--- src/rtl/ex_commit_stage.sv ---
// ex_commit_stage
//   Sits between the integer ALU and the memory stage. It resolves branches,
//   JAL and JALR, issues a one-cycle front-end redirect, chooses the
//   writeback value and holds the EX/MEM register under a valid/ready
//   handshake. It also counts resolved and taken conditional branches.
//
// Ports
//   clk, rst            rising-edge clock, asynchronous active-high reset
//   in_valid/in_ready   upstream handshake
//   alu_ctrl, alu_res   one-hot ALU op and its result (bit 0 = branch outcome)
//   in_pc, in_imm       instruction PC and sign-extended immediate
//   in_jal, in_jalr     jump flags (for JALR, alu_res = rs1 + imm)
//   in_rd.. in_wdata    instruction context carried into EX/MEM
//   out_valid/out_ready downstream handshake
//   out_res .. out_pc   EX/MEM register contents
//   redirect_valid/_pc  one-cycle fetch redirect
//   flush               synchronous kill from a later stage
//   br_cnt/br_taken_cnt branch performance counters
module ex_commit_stage #(
   parameter int XLEN   = 64,
   parameter int CTRL_W = 17,
   parameter int CNT_W  = 32
) (
   input  logic              clk,
   input  logic              rst,
   input  logic              in_valid,
   output logic              in_ready,
   input  logic [CTRL_W-1:0] alu_ctrl,
   input  logic [XLEN-1:0]   alu_res,
   input  logic [XLEN-1:0]   in_pc,
   input  logic [XLEN-1:0]   in_imm,
   input  logic              in_jal,
   input  logic              in_jalr,
   input  logic [4:0]        in_rd,
   input  logic              in_rd_we,
   input  logic              in_mem_re,
   input  logic              in_mem_we,
   input  logic [1:0]        in_mem_size,
   input  logic [XLEN-1:0]   in_wdata,
   output logic              out_valid,
   input  logic              out_ready,
   output logic [XLEN-1:0]   out_res,
   output logic [4:0]        out_rd,
   output logic              out_rd_we,
   output logic              out_mem_re,
   output logic              out_mem_we,
   output logic [1:0]        out_mem_size,
   output logic [XLEN-1:0]   out_wdata,
   output logic [XLEN-1:0]   out_pc,
   output logic              redirect_valid,
   output logic [XLEN-1:0]   redirect_pc,
   input  logic              flush,
   output logic [CNT_W-1:0]  br_cnt,
   output logic [CNT_W-1:0]  br_taken_cnt
);

   typedef enum logic {RUN, SHADOW} state_t;

   state_t          state, state_nxt;
   logic            is_br, br_taken, take, accept;
   logic [XLEN-1:0] target, wb_val;

   // Classification and target/writeback selection
   always_comb begin
      is_br    = |alu_ctrl[16:11];
      br_taken = is_br & alu_res[0];
      take     = br_taken | in_jal | in_jalr;
      target   = in_jalr ? {alu_res[XLEN-1:1], 1'b0} : (in_pc + in_imm);
      wb_val   = (in_jal | in_jalr) ? (in_pc + XLEN'(4)) : alu_res;
   end

   // Nothing is accepted in SHADOW; in_ready there just swallows wrong-path work.
   always_comb accept = in_valid & in_ready & (state == RUN) & ~flush;

   // State register
   always_ff @(posedge clk or posedge rst) begin
      if (rst) state <= RUN;
      else     state <= state_nxt;
   end

   // Next-state logic
   always_comb begin
      state_nxt = RUN;
      if (!flush && state == RUN && accept && take)
         state_nxt = SHADOW;
   end

   // Output logic: the redirect pulse is exactly the SHADOW cycle
   always_comb begin
      redirect_valid = (state == SHADOW);
      in_ready       = ~out_valid | out_ready | (state == SHADOW);
   end

   // EX/MEM valid
   always_ff @(posedge clk or posedge rst) begin
      if (rst)            out_valid <= 1'b0;
      else if (flush)     out_valid <= 1'b0;
      else if (accept)    out_valid <= 1'b1;
      else if (out_ready) out_valid <= 1'b0;
   end

   // EX/MEM payload and redirect target
   always_ff @(posedge clk or posedge rst) begin
      if (rst) begin
         out_res      <= '0;
         out_rd       <= '0;
         out_rd_we    <= 1'b0;
         out_mem_re   <= 1'b0;
         out_mem_we   <= 1'b0;
         out_mem_size <= '0;
         out_wdata    <= '0;
         out_pc       <= '0;
         redirect_pc  <= '0;
      end else if (accept) begin
         out_res      <= wb_val;
         out_rd       <= in_rd;
         out_rd_we    <= in_rd_we;
         out_mem_re   <= in_mem_re;
         out_mem_we   <= in_mem_we;
         out_mem_size <= in_mem_size;
         out_wdata    <= in_wdata;
         out_pc       <= in_pc;
         if (take) redirect_pc <= target;
      end
   end

   // Branch counters
   always_ff @(posedge clk or posedge rst) begin
      if (rst) begin
         br_cnt       <= '0;
         br_taken_cnt <= '0;
      end else if (accept && is_br) begin
         br_cnt <= br_cnt + CNT_W'(1);
         if (br_taken) br_taken_cnt <= br_taken_cnt + CNT_W'(1);
      end
   end

endmodule

--- config.mk ---
export PLATFORM = sky130hd
export DESIGN_NAME = ex_commit_stage
export DESIGN_NICKNAME = d
export VERILOG_FILES = /design/src/rtl/ex_commit_stage.sv
export SDC_FILE = /design/constraint.sdc
export NUM_CORES = 1
export LEC_CHECK = 0
export CELL_PAD_IN_SITES_DETAIL_PLACEMENT = 0
export CELL_PAD_IN_SITES_GLOBAL_PLACEMENT = 1
export CORE_AREA = 2 2 245 247
export CTS_CLUSTER_SIZE = 28
export DETAILED_ROUTE_END_ITERATION = 8
export DIE_AREA = 0 0 247 249
export GPL_TIMING_DRIVEN = 0
export HOLD_SLACK_MARGIN = 0.15
export PLACE_DENSITY = 0.75
export SLEW_MARGIN = 20
export SYNTH_ARGS = -nofsm -noshare
export SYNTH_HDL_FRONTEND = slang
export SYNTH_SLANG_ARGS = --single-unit
--- constraint.sdc ---
create_clock -name clk -period 19.5 [get_ports clk]
set_input_delay 3.9 -clock clk [delete_from_list [all_inputs] [get_ports clk]]
set_output_delay 3.9 -clock clk [all_outputs]
set_load 0.005 [all_outputs]
; ---- Word-level counts from Yosys, hierarchy flattened
; Index checks and enable logic that the tools add are counted.
[op_classes]
addsub = 4
n_mux = 6
n_reduce_logical = 9
bitwise_logic = 12
[ops]
columns = operator, count
row1 = 64-bit two-way mux, 2
row2 = "32-bit by 1-bit adder with 32-bit output, second input constant", 2
row3 = "64-bit by 3-bit adder with 64-bit output, second input constant", 1
row4 = 64-bit adder, 1
row5 = 6-bit OR reduction, 1
row6 = 1-bit OR, 5
row7 = 1-bit AND, 4
row8 = 1-bit logical AND, 4
row9 = 1-bit two-way mux, 4
row10 = 2-bit AND reduction, 2
row11 = 1-bit inverter, 3
row12 = 3-bit nonzero test, 1
row13 = 1-bit logical NOT, 1
[word_totals]
register_bits = 332
wordCells = 44
output_inout_bits = 333
inputBits = 290

; ---- Logic depth before layout (Yosys ltp)
[depth]
ltp_word = 9
mapped_depth = 13
mapped_depth_nobuf = 13

; ---- Least setup slack after synthesis
; Ideal clock, no wire load.
[synth_path]
kind = in2out
from = input out_ready
to = output in_ready
required_time_ns = 15.600
t_arrival_ns = 4.163
path_buffers = 0
path_slack_ns = 11.437
path_stages = 2
path_cell_list = nor2b_1 > nand2b_1
[synth_between]
elab_chain_cells = 2
[synth_lines]
columns = element, line
row1 = start: declaration, 41  ; input logic out_ready,
row2 = 1-bit OR (2 in a row), 91  ; in_ready = ~out_valid | out_ready | (state == SHADOW);
row3 = end: declaration, 27  ; output logic in_ready,
; No other way between the ends.

; ---- Worst setup path after layout
; Ends and elaborated chain as after synthesis.

==> qor.txt <==
WL/cell -> 22.5 microns
Multi-input gate area -> 9410 sq um
Seq pwr share -> 0.371
Syn Inst Count -> 2,166
Slew Limit Fails -> 0
DP Wirelength -> 66.1 mm
HP Class -> reg2reg
worst slack, placed -> 10,400 ps
top cell type by total area after synthesis -> dfrtp_1
clock power share -> 0.319
initial antenna violation count -> 14
CTS Hold Bufs -> 0
layout net count -> 3,178
Boundary Pins -> 623
Fillers -> 5,685
Worst Path Class, Setup -> in2out
critical path launch point type -> input port
Storage cell area -> 8310 sq um
max cap viols -> 0
Initial Util -> 0.310
Fin Setup TNS -> 0 ps
final WL -> 81.7 mm
Yosys top cell area share -> 0.456
largest net degree at the start of global routing -> 99
combinational share of power -> 0.309
Resize count post-CTS -> 0
first-pass GRT wire length -> 119 mm
Syn-to-layout area delta -> 46.9%
Avg Inst Size Synth -> 8.41 sq um
critical-path maximum fanout -> 4
H-tree depth reported by CTS -> 2
sw power -> 763 uW
EDFF count, synth -> 0
TritonCTS buffer count -> 40
DRC -> 0
vias per inst -> 5.03
Synth Cell Area -> 18,200 sq um
Vias -> 18,273
Tcrit/Tclk final -> 0.466
slew of the pin with the lowest slew margin -> 1080 ps
Rel. slew slack -> 0.279
RSZ-0062 raised after global routing -> no
register area share after synthesis -> 0.456
# rows -> 89
CTS tree -> yes
Die Footprint -> 61,500 sq um
Peak VDD IR -> 0.0000652 V
Clock transition at path regs -> 50 ps
antenna-violating nets left -> 0
post-CTS setup buffers -> 0
Synth warnings -> 0
Synth async-reset ratio -> 1.00
Pwr Density -> 91.2 nW/um^2
final hold vios -> 0
Root Driver -> clkbuf_16
max frequency -> 110 MHz
GPL Wtd Cong -> 0.926
Final Setup Violations -> 0
Post-Route Skew -> 29.4 ps
Main synth FF type -> dfrtp_1
Yosys reg bits -> 332
core area -> 58,700 sq um
IO buf count -> 610
DR iter-0 viols -> 1,015
vias in the first global route -> 17,922
setup ws final -> 10,420 ps
Clock Latency Late Sink -> 580 ps
sw frac -> 0.313
CP Capture Type -> output port
die width -> 247 microns
internal power -> 1680 uW
layout cells sized above 1 -> 0.0309
synth top area cells -> dfrtp_1, nand2_1, a21oi_1
status -> finished clean
All-Layer GR Usage -> 0.259
Leak -> 0.0117 uW
Critical Path AT -> 5180 ps
post-layout min period -> 9080 ps
Unique masters post-synth -> 68
net count after synthesis -> 2,523
Die Y -> 249 microns
drt first pass iters -> 6
Clock Tree Buf Depth -> 3
CP Data Required Time -> 15,600 ps
total grt overflow -> 0
clk sinks -> 332
-- synth_stat cells, drive strengths merged (6+ instances only) --
master	number
nand2	576
dfrtp	332
a21oi	211
nor2	189
o21ai	134
xnor2	100
clkbuf	95
xor2	77
ha	66
nand3	49
a21o	42
nand4	40
and3	37
inv	27
a31oi	23
nor3	18
buf	13
or3	10
nor2b	9
o21bai	9
and2	8
nand2b	8
nand3b	8
nor4	8
o21a	8
and4	7
mux2i	7
a211oi	6
-- routing by layer --
metal,global-route usage,up-vias,part of all wire,routed length [microns]
met5,0,-,0.00033,27
met4,0.117,4,0.046,3720
met3,0.0587,140,0.074,6080
met2,0.430,707,0.47,38700
met1,0.318,8742,0.41,33100
li1,-,8680,-,-
-- worst paths after layout --
check	start	to	slack, ps	cells past startpoint
hold reg to reg	out_wdata[17]	out_wdata[17]	470	2
setup / recovery	out_ready	in_ready	10420	4
max in group asynchronous	rst	redirect_pc[11]	14380	4
hold / removal	out_wdata[17]	out_wdata[17]	470	2
setup reg to reg	redirect_valid	redirect_pc[54]	15170	9
min in group asynchronous	rst	out_wdata[1]	3790	2
-- power by group through the flow --
stage               logic (uW)  registers (uW)  clock network [uW]
global route               819             922                 828
global placement           751             914                   0
CTS                        761             907                 801
floorplan                  267             914                   0
detailed placement         757             918                   0
finish                     755             907                 779
-- cell type report --
type	instances	share of cell area
timing repair buffer	613	0.231
tap	773	0.0362
clock buffer	54	0.0428
inverter	27	0.00407
buffer	108	0.0152
sequential	332	0.311
multi-input combinational	1699	0.352
antenna	9	0.000842
clock inverter	15	0.00730
-- cell families after synthesis --
family,share of synthesized area
and+or+nand+nor,0.230
xor gates and xnor gates,0.0851
buffers and inverters,0.0278
muxes,0.00447
AOI/OAI and AO/OA,0.150
adders and majority gates,0.0465
DFF,0.456
-- state kept, by name, summed over array words and instances (netlist names) --
| name | flops |
|---|---|
| br_cnt | 32 |
| br_taken_cnt | 32 |
| out_mem_re | 1 |
| out_mem_size | 2 |
| out_mem_we | 1 |
| out_pc | 64 |
| out_rd | 5 |
| out_rd_we | 1 |
| out_res | 64 |
| out_valid | 1 |
| out_wdata | 64 |
| redirect_pc | 64 |
| redirect_valid | 1 |
-- cells in the final DEF, fill, tap and decap left out, types with 13 or more instances in the layout --
master	instances
nand2_1	575
a21oi_1	210
and3_1	37
nor2_1	189
nand4_1	40
xor2_1	77
clkbuf_1	101
xnor2_1	100
buf_1	13
a21o_1	42
nand3_1	49
clkbuf_16	42
o21ai_0	124
dfrtp_1	332
clkdlybuf4s50_1	610
inv_1	25
nor3_1	15
ha_1	66
a31oi_1	21
-- critical path, cell delays in order --
cell             delay (ps)
clkdlybuf4s50_1         400
nor2b_1                 260
nand2b_1                 90
clkdlybuf4s50_1         530
-- through the flow --
stage | area (sq um) | std cells | util | power [uW] | hold WS (ps)
final | 26700 | 3630 | 0.456 | 2440 | 470
after global routing | 26700 | 3629 | 0.456 | 2570 | 497
after CTS | 26700 | 3621 | 0.455 | 2470 | 475
after detailed placement | 25400 | 3552 | 0.433 | 1670 | 461
after global placement | 25300 | 3549 | 0.431 | 1670 | 459
after floorplan | 18200 | 2166 | - | 1180 | 463
Note: power is estimated with default switching activity, not from simulation.
